==> src/rtl/led_counter_pkg.sv <==
// led_counter_pkg: button indices and default widths shared by the LED counter slice.
package led_counter_pkg;
    localparam int BTN_UP      = 0;
    localparam int BTN_DOWN    = 1;
    localparam int BTN_LOAD    = 2;
    localparam int BTN_CLEAR   = 3;
    localparam int NUM_BUTTONS = 4;
    localparam int DEF_WIDTH   = 4;
endpackage

==> src/rtl/led_counter_if.sv <==
// led_counter_if: board pins of the LED counter (buttons and switches in, LEDs out).
interface led_counter_if
    import led_counter_pkg::*;
#(
    parameter int WIDTH = DEF_WIDTH
);
    logic [NUM_BUTTONS-1:0] BUTTONS;
    logic [WIDTH-1:0]       SWITCHES;
    logic [WIDTH-1:0]       LEDS;
    modport master (output BUTTONS, output SWITCHES, input LEDS);
    modport slave  (input BUTTONS, input SWITCHES, output LEDS);
endinterface

==> src/rtl/led_counter_button_debounce.sv <==
// button_debounce: one button: sync -> debounce (LED_COUNTER_DEBOUNCE_EN) -> rising-edge press pulse.
module button_debounce #(
    parameter int DEBOUNCE_CYCLES = 1_250_000
) (
    input  logic clk,
    input  logic rst,
    input  logic raw,
    output logic press
);
    // pin register ahead of the 2-flop synchronizer, so the synchronized value lands on cycle 2
    logic [2:0] sync_q;
    logic       sync;
    logic       stable;
    logic       stable_d;
    assign sync = sync_q[2];
`ifdef LED_COUNTER_DEBOUNCE_EN
    localparam int CW = $clog2(DEBOUNCE_CYCLES + 1);
    logic [CW-1:0] cnt;
    always_ff @(posedge clk) begin
        if (rst) begin
            stable <= 1'b0;
            cnt    <= '0;
        end else if (sync == stable) begin
            cnt <= '0;
        end else if (cnt == CW'(DEBOUNCE_CYCLES - 1)) begin
            stable <= sync;
            cnt    <= '0;
        end else begin
            cnt <= cnt + CW'(1);
        end
    end
`else
    assign stable = sync;
`endif
    always_ff @(posedge clk) begin
        if (rst) begin
            sync_q   <= '0;
            stable_d <= 1'b0;
            press    <= 1'b0;
        end else begin
            sync_q   <= {sync_q[1:0], raw};
            stable_d <= stable;
            press    <= stable & ~stable_d;
        end
    end
endmodule

==> src/rtl/led_counter.sv <==
// led_counter: 4-bit up/down/load/clear LED counter driven by debounced buttons (LED_COUNTER_DEBOUNCE_EN).
module led_counter
    import led_counter_pkg::*;
#(
    parameter int WIDTH           = DEF_WIDTH,
    parameter int DEBOUNCE_CYCLES = 1_250_000
) (
    input logic clk,
    input logic rst,
    led_counter_if.slave bus
);
    logic [NUM_BUTTONS-1:0] press;
    logic [WIDTH-1:0]       sw_meta;
    logic [WIDTH-1:0]       sw_sync;
    logic [WIDTH-1:0]       count;
    logic [WIDTH-1:0]       next;
    for (genvar b = 0; b < NUM_BUTTONS; b++) begin : g_btn
        button_debounce #(.DEBOUNCE_CYCLES(DEBOUNCE_CYCLES)) u_btn (
            .clk   (clk),
            .rst   (rst),
            .raw   (bus.BUTTONS[b]),
            .press (press[b])
        );
    end
    always_comb begin
        next = press[BTN_CLEAR]                   ? '0 :
               press[BTN_LOAD]                    ? sw_sync :
               press[BTN_UP] && press[BTN_DOWN]   ? count :
               press[BTN_UP]                      ? count + WIDTH'(1) :
               press[BTN_DOWN]                    ? count - WIDTH'(1) : count;
    end
    always_ff @(posedge clk) begin
        if (rst) begin
            sw_meta <= '0;
            sw_sync <= '0;
            count   <= '0;
        end else begin
            sw_meta <= bus.SWITCHES;
            sw_sync <= sw_meta;
            count   <= next;
        end
    end
    assign bus.LEDS = count;
endmodule

==> src/flat_wrapper.sv <==
// flat-port wrapper written by rule: the top's interface ports become plain ports
module led_counter_flat import led_counter_pkg::*;
#(
    parameter int WIDTH           = DEF_WIDTH,
    parameter int DEBOUNCE_CYCLES = 1_250_000
)
  (clk, rst, bus_BUTTONS, bus_SWITCHES, bus_LEDS);
  led_counter_if #(.WIDTH(WIDTH)) bus_i ();
  input logic clk;
  input logic rst;
  input wire logic [$bits(bus_i.BUTTONS)-1:0] bus_BUTTONS;
  input wire logic [$bits(bus_i.SWITCHES)-1:0] bus_SWITCHES;
  output wire logic [$bits(bus_i.LEDS)-1:0] bus_LEDS;
  assign bus_i.BUTTONS = bus_BUTTONS;
  assign bus_i.SWITCHES = bus_SWITCHES;
  assign bus_LEDS = bus_i.LEDS;
  led_counter #(.WIDTH(WIDTH), .DEBOUNCE_CYCLES(DEBOUNCE_CYCLES)) u_core (.clk(clk), .rst(rst), .bus(bus_i));
endmodule
==> config.mk <==
export PLATFORM = sky130hd
export DESIGN_NAME = led_counter_flat
export DESIGN_NICKNAME = d
export VERILOG_FILES = /design/src/rtl/led_counter_pkg.sv /design/src/rtl/led_counter_if.sv /design/src/rtl/led_counter_button_debounce.sv /design/src/rtl/led_counter.sv /design/src/flat_wrapper.sv
export SDC_FILE = /design/constraint.sdc
export NUM_CORES = 1
export LEC_CHECK = 0
export ABC_CLOCK_PERIOD_IN_PS = 1900
export BUFFER_PORTS_ARGS = -buffer_cell sky130_fd_sc_hd__buf_2
export CORE_MARGIN = 3
export CORE_UTILIZATION = 40
export CTS_CLUSTER_DIAMETER = 30
export DETAILED_ROUTE_END_ITERATION = 8
export GPL_ROUTABILITY_DRIVEN = 1
export GPL_TIMING_DRIVEN = 0
export PLACE_DENSITY = 0.62
export SLEW_MARGIN = 0
export SYNTH_ARGS = -nofsm -noshare
export SYNTH_HDL_FRONTEND = slang
export SYNTH_SLANG_ARGS = --single-unit
export TNS_END_PERCENT = 5
==> constraint.sdc <==
create_clock -name clk -period 1.9 [get_ports clk]
set_input_delay 0.38 -clock clk [delete_from_list [all_inputs] [get_ports clk]]
set_output_delay 0.38 -clock clk [all_outputs]
set_load 0.1 [all_outputs]
==> out/results.md <==
| Group | Metric | This run |
| --- | --- | --- |
| synth | Yosys synthesis warning count | 0 |
| floorplanning | Vert. Die Dim | 57.5 um |
| worst setup path | Critical path required time | 2.11 ns |
| min path | Path class of the lowest-slack min-delay path | input pin to register |
| drt | Via total after detailed routing | 663 |
| worst setup path | Worst Setup Path Type | register to register |
| synth | Mapped Area | 1060 um^2 |
| timing | Slew Limit Fails | 0 |
| layout | Antenna diode instance count | 0 |
| worst setup path | Critical Path Fanout Max | 4 |
| global route | Leftover overflow at the end of global routing | 0 |
| synth | Count of different cell masters after synthesis | 22 |
| placed design | Last weighted congestion value of the routability-driven placer | 0.760 |
| worst setup path | Type of origin of the critical path | register |
| worst setup path | Worst reg2reg path startpoint | u_core.g_btn[0].u_btn.press |
| worst setup path | Crit path DAT | 2.00 ns |
| worst setup path | Worst-case register-to-register setup slack | 0.11 ns |
| drt | Total DRC errors in the routed layout | 0 |
| drt | Vias/cell | 4.64 |
| clocking | Number of buffers inserted during clock tree synthesis | 5 |
| layout | Layout cell share with drive strength beyond 1 | 0.239 |
| timing | Worst-case headroom to the max-slew limit | 0.677 |
| floorplanning | Core box area | 2500 um^2 |
| clocking | Max clock buf depth | 2 |
| clocking | Setup repair bufs after CTS | 0 |
| power | Leakage power | 0.541 nW |
| timing | Setup TNS after final layout | 0 ns |
| global route | Met1 GRT Util | 0.110 |
| worst setup path | Reg2reg path depth | 6 |
| floorplanning | Number of top-level design ports | 14 |
| job | Reported max-cap violation count | 0 |
| clocking | Clock Root Buffer | sky130_fd_sc_hd__clkbuf_4 |
| timing | Crit share post-route | 0.942 |
| placed design | Port buffer count | 13 |
| global route | Met2 layer usage reported by global route | 0.166 |
| timing | Slew at the pin closest to its max-slew limit | 0.487 ns |
| synth | Average instance area after synthesis | 11.5 um^2 |
| floorplanning | Die Area | 3300 um^2 |
| timing | Setup-violating endpoint count in the final report | 0 |
| timing | Final critical-path required period | 1.79 ns |
| synth | Seq/Total Area, Yosys | 0.604 |
| power | Total power | 1.24 mW |
| global route | Met3 track demand over resource | 0.0430 |
| drt | Routed wire length | 1.49 mm |
| timing | RSZ-0062 raised after global routing | no |
| global route | Initial antenna violation count | 0 |
| worst setup path | Element type at the critical path end | register |
| synth | Total nets after synthesis | 105 |
| worst setup path | Capture point of the worst reg-to-reg path | u_core.bus.LEDS[3] |
| worst setup path | Timing endpoint of the critical path | u_core.bus.LEDS[3] |
| timing | Setup Skew | 0.00598 ns |
| drt | Antenna Nets Post-Route | 0 |
| drt | Number of iterations in the first detailed-routing pass | 4 |
| synth | Library cell with the largest summed area after synthesis | sky130_fd_sc_hd__dfxtp_1 |
| layout | Net total in the final layout | 125 |
| global route | Global-route layer with the greatest usage | met2 |
| placed design | Sum of net half-perimeters after detailed placement | 1.08 mm |
| floorplanning | Overall die width | 57.5 um |
| worst setup path | Launching element of the worst setup path | u_core.g_btn[0].u_btn.press |
| clocking | Clock sink count | 32 |
| global route | Number of global-route vias before repair | 634 |
| clocking | Clock-pin slew on the worst setup and hold paths | 0.09 ns |
| floorplanning | Initial cell density of the core | 0.424 |
| clocking | Deepest level of the CTS H-tree | 2 |
| power | Max IR drop VDD | 0.646 mV |
| synth | Leading cell types by total area after synthesis | sky130_fd_sc_hd__dfxtp_1 60%, sky130_fd_sc_hd__nor2b_1 17%, sky130_fd_sc_hd__ha_1 2.4% |
| timing | Achievable clock frequency | 0.558 GHz |
| drt | Violation count after the first detailed-route iteration | 10 |
| synth | Mapped Cells | 92 |
| global route | Maximum number of pins on one net before global-route repair | 11 |
| clocking | TritonCTS clock tree | done |
| timing | Final hold viol count | 0 |
| clocking | Clock latency reported for the late side of the worst-skew pair | 0.32 ns |
| outcome | Status | finished, final reports clean |
| synth | Yosys top cell area share | 0.604 |
| layout | Area overhead of the layout relative to synthesis | 17.1% |
| global route | Global-route wire length before repair | 2.58 mm |
| floorplanning | Number of rows in the core area | 18 |
| global route | Total GRT Usage | 0.109 |
| layout | Highest-count cells in the layout ignoring fill and taps | 28 x sky130_fd_sc_hd__nor2b_1, 28 x sky130_fd_sc_hd__dfxtp_1, 13 x sky130_fd_sc_hd__buf_2 |
| synth | Flops & latches, synth | 32 |
| power | Pwr Density | 995 nW/um^2 |
| min path | Cells on Worst Hold Path | 2 |
| drt | Final routed wire length divided by cell count | 10.4 um |
flip-flops by register name (all words and copies together) (netlist names):
name and cells:
u_core.g_btn.u_btn.stable_d 4, u_core.sw_meta 4, u_core.g_btn.u_btn.press 4, u_core.bus.LEDS 4, u_core.g_btn.u_btn.sync_q 12, u_core.sw_sync 4
worst min-delay path by stage:
stage                                         from                         endpoint  slack (ns)
detailed placement  u_core.g_btn[1].u_btn.stable_d      u_core.g_btn[1].u_btn.press        0.37
global route                       bus_SWITCHES[0]                u_core.sw_meta[0]        0.25
floorplan           u_core.g_btn[0].u_btn.stable_d      u_core.g_btn[0].u_btn.press        0.37
global placement    u_core.g_btn[1].u_btn.stable_d      u_core.g_btn[1].u_btn.press        0.37
CTS                                 bus_BUTTONS[3]  u_core.g_btn[3].u_btn.sync_q[0]        0.24
finish                              bus_BUTTONS[3]  u_core.g_btn[3].u_btn.sync_q[0]        0.25
cells in the mapped netlist (all sizes together):
| cell type | count |
|---|---|
| o211ai | 1 |
| a2111oi | 1 |
| a211oi | 1 |
| mux2i | 2 |
| ha | 2 |
| a21boi | 1 |
| nand2 | 3 |
| nor4 | 1 |
| nand2b | 1 |
| xor2 | 2 |
| nor2 | 4 |
| nor2b | 28 |
| xnor2 | 1 |
| a311o | 1 |
| o21ai | 2 |
| clkbuf | 2 |
| fa | 1 |
| o211a | 2 |
| inv | 3 |
| nor3 | 1 |
| dfxtp | 32 |
cell type report:
cell class / instances / area, um^2
clock inverters: 1 / 5.00
multi-input cells: 55 / 400
plain buffers: 2 / 7.51
fillers: 224 / 1260
inverters: 3 / 11.3
clock buffers: 7 / 66.3
flip-flops and latches: 32 / 648
well taps: 30 / 37.5
repair buffers: 13 / 65.1
power breakdown:
group | total [mW] | switching (mW) | internal [mW]
clock | 0.434 | 0.212 | 0.223
sequential | 0.705 | 0.0100 | 0.695
combinational | 0.0963 | 0.0595 | 0.0368
through the flow:
step	utilization	std cells	hold slack [ns]	setup WS (ns)	area, um^2
6_report	0.496	143	0.254	0.109	1240
4_1_cts	0.496	143	0.240	0.0441	1240
3_3_place_gp	0.467	135	0.373	0.165	1170
2_1_floorplan	-	92	0.367	0.0788	1070
5_1_grt	0.496	143	0.254	0.0409	1240
3_5_place_dp	0.467	135	0.372	0.0598	1170
critical path: stages (launching register included):
cell	delay, ns
sky130_fd_sc_hd__dfxtp_2	0.38
sky130_fd_sc_hd__inv_1	0.11
sky130_fd_sc_hd__ha_1	0.33
sky130_fd_sc_hd__o21ai_0	0.31
sky130_fd_sc_hd__nor2_1	0.07
sky130_fd_sc_hd__a2111oi_1	0.38
sky130_fd_sc_hd__nor2_1	0.09
layer usage:
layer | routed length [um] | vias to the layer above
met2 | 713 | 24
li1 | - | 338
met1 | 568 | 291
met5 | 0 | -
met3 | 125 | 10
met4 | 77 | 0
cells by family (layout without fill, tap and decap cells):
kind of cell	Yosys count	count (layout)	synth area share
xor+xnor	3	3	0.0319
fa+ha+maj	3	3	0.0425
buf+inv	5	26	0.0177
simple gates	38	38	0.211
flops	32	32	0.604
mux	2	2	0.0189
compound gates	9	9	0.0732
timing repair:
action                     4_1_cts  5_1_grt
resized for setup                0        1
setup endpoints to repair        0        1
hold buffers                     0        0
Note: power is estimated with default switching activity, not from simulation.
